$ cat src/rtl/filterwheel_clk_reset_seq_if.sv
// Handshake bundle between the CCC lock/control inputs and the fabric reset sequencer.
// Bus side of filterwheel_clk_reset_seq; the sequencer binds the slave modport.
interface filterwheel_clk_reset_seq_if #(
    parameter int N_DOMAINS = 3
);
    logic                 pll_lock;
    logic                 sw_rst_req;
    logic                 cnt_clr;
    logic [N_DOMAINS-1:0] fabric_rst_n;
    logic                 ready;
    logic                 lock_sync;
    logic [7:0]           lock_loss_cnt;

    modport master (
        output pll_lock,
        output sw_rst_req,
        output cnt_clr,
        input  fabric_rst_n,
        input  ready,
        input  lock_sync,
        input  lock_loss_cnt
    );

    modport slave (
        input  pll_lock,
        input  sw_rst_req,
        input  cnt_clr,
        output fabric_rst_n,
        output ready,
        output lock_sync,
        output lock_loss_cnt
    );
endinterface

$ cat src/rtl/filterwheel_clk_reset_seq.sv
// Fabric reset sequencer: waits for stable PLL lock, then releases domains in order.
// Optional lock-loss counter enabled by FILTERWHEEL_LOCK_LOSS_CNT_EN.
module filterwheel_clk_reset_seq #(
    parameter int LOCK_STABLE_CYCLES = 1024,
    parameter int STAGE_GAP          = 16,
    parameter int N_DOMAINS          = 3
) (
    input logic                       clk,
    input logic                       rst_n,
    filterwheel_clk_reset_seq_if.slave bus
);
    localparam int SW = $clog2(LOCK_STABLE_CYCLES);
    localparam int GW = (STAGE_GAP > 1) ? $clog2(STAGE_GAP) : 1;
    localparam logic [SW-1:0] STAB_LAST = SW'(LOCK_STABLE_CYCLES - 1);
    localparam logic [GW-1:0] GAP_LAST  = GW'(STAGE_GAP - 1);

    typedef enum logic [2:0] {
        WAIT_LOCK,
        STABILIZE,
        RELEASE,
        RUN,
        LOST
    } state_t;

    state_t               state;
    logic                 lock_m;
    logic                 lock_s;
    logic [SW-1:0]        stab_cnt;
    logic [GW-1:0]        stage_cnt;
    logic [N_DOMAINS-1:0] fab_q;
    logic [N_DOMAINS-1:0] fab_next;
    logic                 ready_q;
    logic                 active;
    logic                 abort;
    logic                 loss;

    // Domains are released LSB first, so the next pattern shifts in a one.
    assign fab_next = (fab_q << 1) | N_DOMAINS'(1);
    assign active   = (state == RELEASE) || (state == RUN);
    assign loss     = active && !lock_s;
    assign abort    = active && (!lock_s || bus.sw_rst_req);

    always_ff @(posedge clk) begin
        if (!rst_n) begin
            lock_m    <= 1'b0;
            lock_s    <= 1'b0;
            state     <= WAIT_LOCK;
            stab_cnt  <= '0;
            stage_cnt <= '0;
            fab_q     <= '0;
            ready_q   <= 1'b0;
        end else begin
            lock_m <= bus.pll_lock;
            lock_s <= lock_m;
            if (abort) begin
                state     <= LOST;
                fab_q     <= '0;
                ready_q   <= 1'b0;
                stage_cnt <= '0;
            end else begin
                case (state)
                    WAIT_LOCK: begin
                        stab_cnt <= '0;
                        if (lock_s) begin
                            state    <= STABILIZE;
                            stab_cnt <= SW'(1);
                        end
                    end
                    // A dropout while still stabilizing only restarts the count.
                    STABILIZE: begin
                        if (!lock_s) begin
                            state    <= WAIT_LOCK;
                            stab_cnt <= '0;
                        end else if (stab_cnt == STAB_LAST) begin
                            stab_cnt  <= '0;
                            stage_cnt <= '0;
                            fab_q[0]  <= 1'b1;
                            if (N_DOMAINS == 1) begin
                                state   <= RUN;
                                ready_q <= 1'b1;
                            end else begin
                                state <= RELEASE;
                            end
                        end else begin
                            stab_cnt <= stab_cnt + SW'(1);
                        end
                    end
                    RELEASE: begin
                        if (stage_cnt == GAP_LAST) begin
                            stage_cnt <= '0;
                            fab_q     <= fab_next;
                            if (fab_next[N_DOMAINS-1]) begin
                                state   <= RUN;
                                ready_q <= 1'b1;
                            end
                        end else begin
                            stage_cnt <= stage_cnt + GW'(1);
                        end
                    end
                    RUN: begin
                        state <= RUN;
                    end
                    LOST: begin
                        if (stage_cnt == GAP_LAST) begin
                            state     <= WAIT_LOCK;
                            stage_cnt <= '0;
                        end else begin
                            stage_cnt <= stage_cnt + GW'(1);
                        end
                    end
                    default: state <= WAIT_LOCK;
                endcase
            end
        end
    end

    assign bus.fabric_rst_n = fab_q;
    assign bus.ready        = ready_q;
    assign bus.lock_sync    = lock_s;

`ifdef FILTERWHEEL_LOCK_LOSS_CNT_EN
    logic [7:0] cnt_q;

    always_ff @(posedge clk) begin
        if (!rst_n) begin
            cnt_q <= '0;
        end else if (bus.cnt_clr) begin
            cnt_q <= '0;
        end else if (loss && (cnt_q != 8'hFF)) begin
            cnt_q <= cnt_q + 8'd1;
        end
    end

    assign bus.lock_loss_cnt = cnt_q;
`else
    logic unused_cnt_clr;
    logic unused_loss;

    assign unused_cnt_clr    = bus.cnt_clr;
    assign unused_loss       = loss;
    assign bus.lock_loss_cnt = '0;
`endif
endmodule

$ cat src/flat_wrapper.sv
// flat-port wrapper written by rule: the top's interface ports become plain ports
module filterwheel_clk_reset_seq_flat 
#(
    parameter int LOCK_STABLE_CYCLES = 1024,
    parameter int STAGE_GAP          = 16,
    parameter int N_DOMAINS          = 3
)
  (clk, rst_n, bus_pll_lock, bus_sw_rst_req, bus_cnt_clr, bus_fabric_rst_n, bus_ready, bus_lock_sync, bus_lock_loss_cnt);
  filterwheel_clk_reset_seq_if #(.N_DOMAINS(N_DOMAINS)) bus_i ();
  input logic clk;
  input logic rst_n;
  input wire logic [$bits(bus_i.pll_lock)-1:0] bus_pll_lock;
  input wire logic [$bits(bus_i.sw_rst_req)-1:0] bus_sw_rst_req;
  input wire logic [$bits(bus_i.cnt_clr)-1:0] bus_cnt_clr;
  output wire logic [$bits(bus_i.fabric_rst_n)-1:0] bus_fabric_rst_n;
  output wire logic [$bits(bus_i.ready)-1:0] bus_ready;
  output wire logic [$bits(bus_i.lock_sync)-1:0] bus_lock_sync;
  output wire logic [$bits(bus_i.lock_loss_cnt)-1:0] bus_lock_loss_cnt;
  assign bus_i.pll_lock = bus_pll_lock;
  assign bus_i.sw_rst_req = bus_sw_rst_req;
  assign bus_i.cnt_clr = bus_cnt_clr;
  assign bus_fabric_rst_n = bus_i.fabric_rst_n;
  assign bus_ready = bus_i.ready;
  assign bus_lock_sync = bus_i.lock_sync;
  assign bus_lock_loss_cnt = bus_i.lock_loss_cnt;
  filterwheel_clk_reset_seq #(.LOCK_STABLE_CYCLES(LOCK_STABLE_CYCLES), .STAGE_GAP(STAGE_GAP), .N_DOMAINS(N_DOMAINS)) u_core (.clk(clk), .rst_n(rst_n), .bus(bus_i));
endmodule
$ cat config.mk
export PLATFORM = sky130hd
export DESIGN_NAME = filterwheel_clk_reset_seq_flat
export DESIGN_NICKNAME = d
export VERILOG_FILES = /design/src/rtl/filterwheel_clk_reset_seq_if.sv /design/src/rtl/filterwheel_clk_reset_seq.sv /design/src/flat_wrapper.sv
export SDC_FILE = /design/constraint.sdc
export NUM_CORES = 1
export LEC_CHECK = 0
export CORE_UTILIZATION = 25
export CTS_CLUSTER_DIAMETER = 60
export DETAILED_ROUTE_END_ITERATION = 8
export PLACE_DENSITY = 0.5
export SYNTH_ARGS = -nofsm -noshare
export SYNTH_HDL_FRONTEND = slang
export SYNTH_SLANG_ARGS = --single-unit
$ cat constraint.sdc
create_clock -name clk -period 1.6 [get_ports clk]
set_input_delay 0.32 -clock clk [delete_from_list [all_inputs] [get_ports clk]]
set_output_delay 0.32 -clock clk [all_outputs]
set_load 0.02 [all_outputs]
==> flow_metrics.py <==
metrics = {
    "grt": {
        "grt_max_degree": 14,
        "track_usage_pct": 10.79,
        "gr-total-overflow": 0,
        "grt_pass1_vias": 864,
        "antenna_found_initial": 0,
        "grt_first_pass_wirelength_um": 3753,
    },
    "synth": {
        "yosys.cell_types.count": 35,
        "synthArstFlopShare_pct": 0,
        "ys_ff_latch": 23,
        "ys_seq_area_share_pct": 41.35,
        "syn_avg_cell_area_um2": 9.053,
        "netlist.area_leader.share_pct": 41.35,
        "synth_cells": 123,
        "synthTopCellsByArea": "dfxtp_1 (41%), buf_4 (6.1%), xor2_1 (5.5%)",
        "synth_warnings": 0,
        "synth_top_flop_cell": "dfxtp_1",
        "synth_top_area_cell": "dfxtp_1",
        "synth_edf_count": 0,
        "syn-cell-area_mm2": 0.001114,
    },
    "detailed_routing": {
        "drtPass1Iterations": 4,
        "via_count": 893,
        "antenna_left": 0,
        "drt-vias-per-instance": 4.775,
        "drc": 0,
        "drt_iter0_markers": 20,
        "routedWlPerCell_um": 11.86,
        "wirelength_um": 2217,
    },
    "sta": {
        "hold_viol": 0,
        "period_needed_ns": 1.550,
        "finalSetupTns_ns": 0,
        "fmax_mhz": 645.4,
        "clock_skew_ns": 0.008781,
        "rsz0062_at_grt": "false",
        "setup_viol": 0,
        "drv_slew": 0,
        "period_share_pct": 96.85,
    },
    "placement": {
        "placedCellCount": 182,
        "portBuffers": 8,
        "place_area_mm2": 0.001242,
        "place_congestion": 0.6801,
        "dp_hpwl_um": 1621,
    },
    "finish": {
        "antenna_cells": 0,
        "multi_input_area_um2": 601.8,
        "syn2layout_area_growth_pct": 17.42,
        "regArea_um2": 460.4,
        "nNetsFinal": 145,
        "drive_gt1_share_pct": 11.68,
        "final_area_mm2": 0.001308,
        "instances_no_fill": 187,
        "fill_cells": 450,
    },
    "floorplan": {
        "die_area_mm2": 0.004725,
        "die_height_um": 68.74,
        "io-pin-count": 18,
        "dieWidth_um": 68.74,
        "core_mm2": 0.004144,
        "rows": 23,
        "initial_core_util_pct": 26.87,
    },
    "critical_path": {
        "worstSetupEndpointType": "output pin",
        "critPathBufInv": 1,
        "critPathSlowestCell": "clkdlybuf4s50_1",
        "critical_path.cell_chain": "clkdlybuf4s50_1",
        "critPathLaunchType": "flip-flop",
        "crit_fanout": 2,
        "cpLargestDelayFamily": "buffers and inverters",
        "arrival_ns": 1.23,
        "slowest_delay_ns": 0.61,
        "worst-r2r-cell-count": 4,
        "cp.depth": 1,
        "worst-endpoint-required_ns": 1.28,
        "critPathKind": "flip-flop to output pin",
    },
    "power": {
        "p_leak_nw": 0.4872,
        "total_power_uw": 989.2,
        "vdd_drop_max_v": 0.0002959,
        "p_per_area_mw_per_mm2": 756.6,
    },
    "clocking": {
        "path_clk_slew_ns": 0.09,
        "root_buffer": "clkbuf_8",
        "numCtsBuffers": 3,
        "clock_sinks": 23,
        "ctsHtreeMaxLevel": 1,
        "clk_path_buf_depth": 2,
        "worst_skew_pair.late_latency_ns": 0.27,
        "cts_tree": "yes",
    },
    "hold_path": {
        "hold_depth": 1,
        "hp-class": "flip-flop to flip-flop",
    },
    "job": {
        "max_cap_viol_count": 0,
    },
    "status": {
        "outcome": "complete, no violations",
    },
}
-- layout make-up --
class	instances	area share, %
Multi-Input combinational cell	93	46.03
Sequential cell	23	35.22
Timing Repair Buffer	14	9.569
Tap cell	50	4.785
Clock buffer	3	3.158
Inverter	3	0.8612
Clock inverter	1	0.3828
-- path summary, 6_finish.rpt --
kind | to | start | slack [ns]
max | bus_fabric_rst_n[2] | u_core.bus.fabric_rst_n[2] | 0.05
min | u_core.bus.lock_sync | u_core.lock_m | 0.45
max reg2reg | u_core.state[2] | u_core.stage_cnt[0] | 0.10
min reg2reg | u_core.bus.lock_sync | u_core.lock_m | 0.45
-- kinds of logic (layout without fill, tap and decap cells) --
logic type,Yosys count,after routing,share of synthesized area (%)
muxes,1,1,0.8989
AOI/OAI and AO/OA,21,21,12.92
and+or+nand+nor,51,51,26.41
DFF,23,23,41.35
buffers and inverters,14,21,7.977
adders and majority gates,2,2,2.247
other,1,8,0.3368
xor gates and xnor gates,10,10,7.866
-- what timing repair did --
item / CTS / global route
buffers inserted: 0 / 1
endpoints found under the setup margin: 2 / 14
hold buffers: 0 / 0
pin swaps: 0 / 1
resized for setup: 2 / 3
gates cloned: 0 / 0
-- flip-flops by register name (all words and copies together) (netlist names) --
| register | cells |
|---|---|
| u_core.stab_cnt | 10 |
| u_core.stage_cnt | 4 |
| u_core.bus.fabric_rst_n | 3 |
| u_core.state | 3 |
| u_core.bus.lock_sync | 1 |
| u_core.bus.ready | 1 |
| u_core.lock_m | 1 |
-- routing by layer --
| layer | up-vias | routed length [um] | part of all wire (%) | track usage, % |
|---|---|---|---|---|
| li1 | 441 | - | - | - |
| met1 | 432 | 985 | 44 | 12.84 |
| met2 | 16 | 1162 | 52 | 18.75 |
| met3 | 4 | 30 | 1.4 | 1.480 |
| met4 | 0 | 38 | 1.7 | 5.612 |
| met5 | - | 0 | 0 | 0 |
-- cell usage in the layout (no fill, tap or decap), types with 3 or more instances in the layout --
cell type	synthesis	routed
nand3_1	9	8
clkdlybuf4s50_1	0	5
nand4_1	3	3
and2_1	3	3
xnor2_1	3	3
conb_1	1	8
clkbuf_8	0	3
nand2b_1	3	3
nand2_1	8	8
nor2_1	11	11
dfxtp_1	23	23
inv_1	3	3
buf_4	9	6
xor2_1	7	7
a21oi_1	10	10
-- synthesized netlist by cell type, drive strengths merged (2+ instances only) --
cell    instances
nor2           11
ha              2
nand2b          3
and4bb          2
nand2           8
xnor2           3
a21boi          2
nor3b           3
xor2            7
nand4           3
and2            3
dfxtp          23
and4            2
and3            2
a21oi          10
o21ai           2
buf            11
a31oi           3
nand3           9
inv             3
-- where the power goes --
group	switching, mW	internal [mW]	leakage, nW	total [mW]
Combinational	0.0315	0.0149	0.276	0.0464
Clock	0.191	0.174	0.0255	0.365
Sequential	0.00272	0.576	0.186	0.578
-- per-stage QoR --
stage / hold slack [ns] / util, % / worst slack (ns)
floorplan: 0.4118 / - / 0.2290
global placement: 0.4255 / 29.98 / 0.1027
detailed placement: 0.4327 / 29.98 / 0.05979
CTS: 0.4539 / 31.04 / 0.03719
global route: 0.4589 / 31.55 / 0.008222
finish: 0.4493 / 31.55 / 0.05048
No activity file was read; power rests on OpenSTA's default activity.
